`src/rtl/crc16_pkg.sv`:
```
// Shared definitions for the CRC-16 UART link framer.
//   CRC_POLY_DEF / CRC_INIT_DEF : CRC-16/CCITT-FALSE generator and seed.
//   CRC_CHECK_123456789         : CRC of ASCII "123456789" with the defaults.
//   state_e                     : framer FSM encoding (3 bits).
//   phase_e                     : which byte of the frame the WAIT state is retiring.
package crc16_pkg;

  localparam logic [15:0] CRC_POLY_DEF        = 16'h1021;
  localparam logic [15:0] CRC_INIT_DEF        = 16'hFFFF;
  localparam logic [15:0] CRC_CHECK_123456789 = 16'h29B1;

  typedef enum logic [2:0] {
    StIdle  = 3'd0,
    StSend  = 3'd1,
    StGuard = 3'd2,
    StWait  = 3'd3,
    StCrcHi = 3'd4,
    StCrcLo = 3'd5,
    StDone  = 3'd6
  } state_e;

  typedef enum logic [1:0] {
    PhData = 2'd0,
    PhHi   = 2'd1,
    PhLo   = 2'd2
  } phase_e;

endpackage

```
`src/rtl/crc16_byte_update.sv`:
```
// Combinational CRC-16 byte update, MSB first, no reflection.
// Ports:
//   crc_in   : running CRC before this byte.
//   data     : byte to fold in.
//   crc_next : running CRC after this byte.
module crc16_byte_update
  import crc16_pkg::*;
#(
  parameter logic [15:0] CRC_POLY = CRC_POLY_DEF
) (
  input  logic [15:0] crc_in,
  input  logic [7:0]  data,
  output logic [15:0] crc_next
);

  always_comb begin
    // Folding the whole byte into the top first is equivalent to the bit-serial form.
    crc_next = crc_in ^ {data, 8'h00};
    for (int i = 0; i < 8; i++) begin
      if (crc_next[15]) begin
        crc_next = {crc_next[14:0], 1'b0} ^ CRC_POLY;
      end else begin
        crc_next = {crc_next[14:0], 1'b0};
      end
    end
  end

endmodule

```
`src/rtl/crc16_frame_tx.sv`:
```
// Transmit-side framer for the CRC-16 UART link. Forwards payload bytes to the
// UART transmitter one at a time and closes each frame with the CRC-16, high
// byte first.
// Ports:
//   clk, reset            : rising-edge clock, async active-low reset.
//   in_data/in_valid/
//   in_last/in_ready      : payload stream; transfer = in_valid & in_ready.
//   tx_data_out           : byte for the UART, stable from start pulse to end of busy.
//   tx_start_out          : one-cycle start pulse to the UART.
//   tx_busy_in            : UART busy.
//   frame_done            : one-cycle pulse after the CRC low byte has gone out.
//   crc_out               : CRC of the last completed frame.
//   overflow_err          : sticky, a frame reached MAX_LEN without in_last.
module crc16_frame_tx
  import crc16_pkg::*;
#(
  parameter int unsigned MAX_LEN  = 16,
  parameter logic [15:0] CRC_POLY = CRC_POLY_DEF,
  parameter logic [15:0] CRC_INIT = CRC_INIT_DEF
) (
  input  logic        clk,
  input  logic        reset,
  input  logic [7:0]  in_data,
  input  logic        in_valid,
  input  logic        in_last,
  output logic        in_ready,
  output logic [7:0]  tx_data_out,
  output logic        tx_start_out,
  input  logic        tx_busy_in,
  output logic        frame_done,
  output logic [15:0] crc_out,
  output logic        overflow_err
);

  localparam logic [8:0] MaxLenW = 9'(MAX_LEN);

  state_e      state_q, state_d;
  phase_e      phase_q, phase_d;
  logic [7:0]  tx_data_q, tx_data_d;
  logic [15:0] crc_q, crc_d;
  logic [15:0] crc_out_q, crc_out_d;
  logic [7:0]  count_q, count_d;
  logic        last_q, last_d;
  logic        ovf_q, ovf_d;

  logic [15:0] crc_upd;
  logic [8:0]  count_inc;
  logic        hit_max;
  logic        transfer;

  crc16_byte_update #(
    .CRC_POLY (CRC_POLY)
  ) u_crc (
    .crc_in   (crc_q),
    .data     (in_data),
    .crc_next (crc_upd)
  );

  assign count_inc = {1'b0, count_q} + 9'd1;
  assign hit_max   = (count_inc == MaxLenW);

  // Gated by reset so in_ready reads 0 while reset is held.
  assign in_ready = reset && (state_q == StIdle) && !tx_busy_in;
  assign transfer = in_valid && in_ready;

  always_comb begin
    state_d      = state_q;
    phase_d      = phase_q;
    tx_data_d    = tx_data_q;
    crc_d        = crc_q;
    crc_out_d    = crc_out_q;
    count_d      = count_q;
    last_d       = last_q;
    ovf_d        = ovf_q;
    tx_start_out = 1'b0;
    frame_done   = 1'b0;

    unique case (state_q)
      StIdle: begin
        if (transfer) begin
          tx_data_d = in_data;
          crc_d     = crc_upd;
          count_d   = count_inc[7:0];
          last_d    = in_last || hit_max;
          phase_d   = PhData;
          if (hit_max && !in_last) begin
            ovf_d = 1'b1;
          end
          state_d = StSend;
        end
      end
      StSend: begin
        tx_start_out = 1'b1;
        state_d      = StGuard;
      end
      // The transmitter raises busy one cycle after the start pulse; skip that cycle.
      StGuard: begin
        state_d = StWait;
      end
      StWait: begin
        if (!tx_busy_in) begin
          unique case (phase_q)
            PhData: state_d = last_q ? StCrcHi : StIdle;
            PhHi:   state_d = StCrcLo;
            PhLo: begin
              // Capture here so crc_out is already valid during the frame_done pulse.
              state_d   = StDone;
              crc_out_d = crc_q;
            end
            default: state_d = StIdle;
          endcase
        end
      end
      StCrcHi: begin
        tx_data_d = crc_q[15:8];
        phase_d   = PhHi;
        state_d   = StSend;
      end
      StCrcLo: begin
        tx_data_d = crc_q[7:0];
        phase_d   = PhLo;
        state_d   = StSend;
      end
      StDone: begin
        frame_done = 1'b1;
        crc_d      = CRC_INIT;
        count_d    = 8'd0;
        last_d     = 1'b0;
        state_d    = StIdle;
      end
      default: begin
        state_d = StIdle;
      end
    endcase
  end

  always_ff @(posedge clk or negedge reset) begin
    if (!reset) begin
      state_q   <= StIdle;
      phase_q   <= PhData;
      tx_data_q <= 8'h00;
      crc_q     <= CRC_INIT;
      crc_out_q <= 16'h0000;
      count_q   <= 8'd0;
      last_q    <= 1'b0;
      ovf_q     <= 1'b0;
    end else begin
      state_q   <= state_d;
      phase_q   <= phase_d;
      tx_data_q <= tx_data_d;
      crc_q     <= crc_d;
      crc_out_q <= crc_out_d;
      count_q   <= count_d;
      last_q    <= last_d;
      ovf_q     <= ovf_d;
    end
  end

  assign tx_data_out  = tx_data_q;
  assign crc_out      = crc_out_q;
  assign overflow_err = ovf_q;

endmodule

```
`config.mk`:
```
export PLATFORM = sky130hd
export DESIGN_NAME = crc16_frame_tx
export DESIGN_NICKNAME = d
export VERILOG_FILES = /design/src/rtl/crc16_pkg.sv /design/src/rtl/crc16_byte_update.sv /design/src/rtl/crc16_frame_tx.sv
export SDC_FILE = /design/constraint.sdc
export NUM_CORES = 1
export LEC_CHECK = 0
export CAP_MARGIN = 10
export CORE_UTILIZATION = 49
export DETAILED_ROUTE_END_ITERATION = 6
export PLACE_DENSITY = 0.74
export SETUP_SLACK_MARGIN = 0.2
export SYNTH_ARGS = -nofsm -noshare
export SYNTH_HDL_FRONTEND = slang
export SYNTH_SLANG_ARGS = --single-unit
```
`constraint.sdc`:
```
create_clock -name clk -period 1.9 [get_ports clk]
set_input_delay 0.57 -clock clk [delete_from_list [all_inputs] [get_ports clk]]
set_output_delay 0.57 -clock clk [all_outputs]
set_load 0.01 [all_outputs]
```
==> flow_metrics.tcl <==
set metrics [dict create \
    outcome "finished with violations" \
    failed_checks "setup timing" \
    crit_path_cells "or4b_4 > buf_6 > buf_6 > buf_6 > o31ai_4 > buf_6 > a21bo_4 > a21o_1" \
    finalWorstSetupSlack_ns -0.251 \
    maxSlewHeadroom_pct 52.6 \
    syn_area_per_cell_um2 11.1 \
    clkPwrFrac_pct 13.1 \
    fin_skew_ns 0.00653 \
    share_seq_of_total_power_pct 36.6 \
    place.gp.congestion 0.808 \
    drtPass1Iterations 4 \
    internal_power_uw 3650 \
    dp_hpwl_um 4360 \
    routed_wl_um 8430 \
    drt-wirelength-per-cell_um 20.0 \
    path_delay_family "compound AO/OA/AOI/OAI gates" \
    fp.dieW_um 78.6 \
    cts_root_buffer "sky130_fd_sc_hd__clkbuf_8" \
    cts-htree-levels 2 \
    first_iter_violations 138 \
    critPathArrivalTime_ns 2.36 \
    met2_usage_pct 43.3 \
    worst_r2r_endpoint "count_q[4]$_DFFE_PN0P_" \
    switchingPower_uw 2350 \
    postSynthRegisterBits 55 \
    worst_skew_pair.late_latency_ns 0.31 \
    grt_setup_unrepaired "true" \
    maxCapViolations 0 \
    wire_length_of_the_first_global_routing_pass_um 12000 \
    totalPowerFinal_uw 5990 \
    floorplan.die.height_um 78.6 \
    antennaDiodeCount 0 \
    ys_seq_area_share_pct 48.6 \
    synth_top_flop_cell "sky130_fd_sc_hd__dfrtp_1" \
    vias 2454 \
    antenna_violations_before_repair 0 \
    design.die.area_mm2 0.00618 \
    max-clock-path-buffers 2 \
    grt_util_all_layers_pct 25.3 \
    fraction_of_met3_tracks_used_by_global_routing_pct 4.19 \
    number_of_buffers_inserted_for_hold_repair_after_clock_tree_synthesis 0 \
    synth_area_mm2 0.00288 \
    avgViaCountPerCell 5.83 \
    fp.coreArea_mm2 0.00557 \
    fin_crit_sh_pct 113 \
    drc 0 \
    seq_area_mm2 0.00140 \
    fill_cells 349 \
    final.setup.tns_ns -6.61 \
    final.min_clock_period_ns 2.15 \
    power_density_mw_per_mm2 1380 \
    critical_path_buf_inv_count 4 \
    multi_input_comb_area_mm2 0.00172 \
    final-hold-violation-count 0 \
    timing_worst_slew_pin_value_ns 0.711 \
    leakage_uw 0.00198 \
    largest_net_degree_at_the_start_of_global_routing 56 \
    portBuffers 40 \
    swShare_pct 39.2 \
    combinationalPowerShare_pct 50.3 \
    slowest_delay_ns 0.56 \
    yosys_warnings 0 \
    synth_async_sr_flop_share_pct 100 \
    layout.nets 368 \
    layout_cell_share_with_drive_strength_beyond_1_pct 45.8 \
    area_growth_pct 50.7 \
    r2r_setup_slack_ns -0.25 \
    netlist-cell-type-count 45 \
    crit_path_max_fanout 4 \
    grt_overflow 0 \
    synth_enable_flop_cells 0 \
    report.final.slew_viol_count 0 \
    holdCritPathClass "in2async" \
    placementRows 27 \
    path_clk_slew_ns 0.10 \
    reg2reg_from "state_q[1]$_DFFE_PN0P_" \
    synth.net_count 279 \
    setup_viol 39 \
    clock.fmax_mhz 465 \
    timing.critical_path.to_type "flop" \
    crit_path_start_kind "flop" \
    slowest_stage "sky130_fd_sc_hd__or4b_4" \
    vdd.ir_drop.worst_uv 1090 \
    initial_utilization_pct 51.6 \
    vias_in_the_first_global_route 2380 \
    cts_inserted_buffers 5 \
    syn-instance-count 260 \
    cp_common_cell "sky130_fd_sc_hd__buf_6" \
    grt-busiest-layer "met2" \
    pin_count 41 \
    critPathRequiredTime_ns 2.11 \
    cell_count_of_the_worst_reg_to_reg_path 8 \
    tritoncts "yes" \
    ant_nets 0 \
    use_met1_pct 33.3 \
    tritoncts_num_sinks 55 \
    critPathKind "reg2reg" \
]
[cell usage after synthesis (2+ instances only)]
cell,number,area share (%)
sky130_fd_sc_hd__clkbuf_1,9,1.2
sky130_fd_sc_hd__ha_1,6,2.6
sky130_fd_sc_hd__o21ai_0,12,2.1
sky130_fd_sc_hd__nor2b_1,10,2.2
sky130_fd_sc_hd__a21boi_0,3,0.78
sky130_fd_sc_hd__nor2_1,7,0.91
sky130_fd_sc_hd__xnor2_1,15,4.6
sky130_fd_sc_hd__inv_1,6,0.78
sky130_fd_sc_hd__dfstp_2,16,15
sky130_fd_sc_hd__nand3_1,5,0.87
sky130_fd_sc_hd__buf_2,2,0.35
sky130_fd_sc_hd__a221oi_1,8,2.4
sky130_fd_sc_hd__xor2_1,10,3.0
sky130_fd_sc_hd__nand3b_1,3,0.78
sky130_fd_sc_hd__a21oi_1,14,2.4
sky130_fd_sc_hd__buf_6,2,0.78
sky130_fd_sc_hd__nor3_1,16,2.8
sky130_fd_sc_hd__o31ai_1,2,0.52
sky130_fd_sc_hd__mux2i_1,19,6.6
sky130_fd_sc_hd__a21o_1,2,0.52
sky130_fd_sc_hd__dfrtp_1,39,34
sky130_fd_sc_hd__mux2_2,16,6.3
sky130_fd_sc_hd__or3_1,2,0.44
sky130_fd_sc_hd__nand2_1,15,2.0
[layout make-up]
class                      count  share of cell area, %
clock inverter                 2                  0.866
sequential                    55                   32.2
tap                           72                   2.08
multi-input combinational    183                   39.8
clock buffer                   5                   1.59
timing repair buffer          97                   22.9
inverter                       7                  0.635
[repair_timing]
item	4_1_cts	5_1_grt
gates cloned	4	2
gates resized for setup	88	67
buffers inserted	16	4
setup endpoints to repair	81	40
pin swaps	7	20
[cell usage in the layout (no fill, tap or decap), drive strengths merged, types with 6 or more instances in the layout]
master and instances:
buf 60, dfrtp 39, dlygate4sd2 25, mux2i 19, nor3 17, mux2 16, dfstp 16, xnor2 15
nand2 15, a21oi 14, o21ai 12, nor2b 10, xor2 10, clkdlybuf4s50 10, a221oi 8, nor2 7
clkbuf 7, inv 6, ha 6
[registers in the layout, indices dropped and copies added, names as in the netlist]
signal	flops
count_q	8
crc_out	16
tx_data_out	8
crc_q	16
overflow_err	1
state_q	3
phase_q	2
last_q	1
[power by group through the flow]
stage | Clock [µW] | Combinational (µW) | Sequential, µW
finish | 785 | 3020 | 2190
global route | 847 | 3230 | 2250
CTS | 789 | 2520 | 2110
detailed placement | 0 | 2440 | 2130
global placement | 0 | 2370 | 2120
floorplan | 0 | 1450 | 2090
[cell families (layout without fill, tap and decap cells)]
kind of cell	count (synthesis)	in the layout	synth area share, %
flip-flops	55	55	48.6
AO/OA/AOI/OAI	48	48	10.9
adder cells (fa/ha/maj)	6	6	2.61
AND/OR/NAND/NOR	69	69	13.5
buffers and inverters	22	111	3.87
multiplexers	35	35	12.9
XOR/XNOR	25	25	7.62
[stage by stage]
| step | util, % | cell area (µm²) | std cells | hold slack, ns | setup slack, ns |
|---|---|---|---|---|---|
| detailed placement | 63.5 | 3540 | 388 | 0.467 | -0.850 |
| CTS | 71.0 | 3960 | 415 | 0.469 | -0.299 |
| finish | 77.8 | 4330 | 421 | 0.433 | -0.251 |
| global placement | 63.5 | 3540 | 388 | 0.451 | -0.831 |
| global route | 77.8 | 4330 | 421 | 0.483 | -0.287 |
| floorplan | - | 2880 | 260 | 0.274 | -0.194 |
[per-layer routing]
layer	wire length [µm]	share of wire [%]	vias to the layer above
met5	0	0	-
li1	-	-	1108
met4	206	2.4	0
met3	416	4.9	22
met1	3500	42	1246
met2	4300	51	78
[worst reg2reg max path, cell delays in order (launching register included)]
cell and delay (ns):
sky130_fd_sc_hd__dfrtp_1 0.40, sky130_fd_sc_hd__or4b_4 0.56, sky130_fd_sc_hd__buf_6 0.14, sky130_fd_sc_hd__buf_6 0.10, sky130_fd_sc_hd__buf_6 0.12, sky130_fd_sc_hd__o31ai_4 0.20, sky130_fd_sc_hd__buf_6 0.15, sky130_fd_sc_hd__a21bo_4 0.22
sky130_fd_sc_hd__a21o_1 0.17
[worst max path at each step]
stage               slack (ns)                         end                   start  cells after the start
floorplan                -0.19  tx_data_out[4]$_DFFE_PN0P_              tx_busy_in                      6
global placement         -0.83                    in_ready              tx_busy_in                      4
detailed placement       -0.85  tx_data_out[7]$_DFFE_PN0P_              tx_busy_in                      7
CTS                      -0.30  tx_data_out[7]$_DFFE_PN0P_  state_q[1]$_DFFE_PN0P_                      6
global route             -0.29      count_q[4]$_DFFE_PN0P_  state_q[1]$_DFFE_PN0P_                      8
finish                   -0.25      count_q[4]$_DFFE_PN0P_  state_q[1]$_DFFE_PN0P_                      8
(Power assumes the default switching activity.)
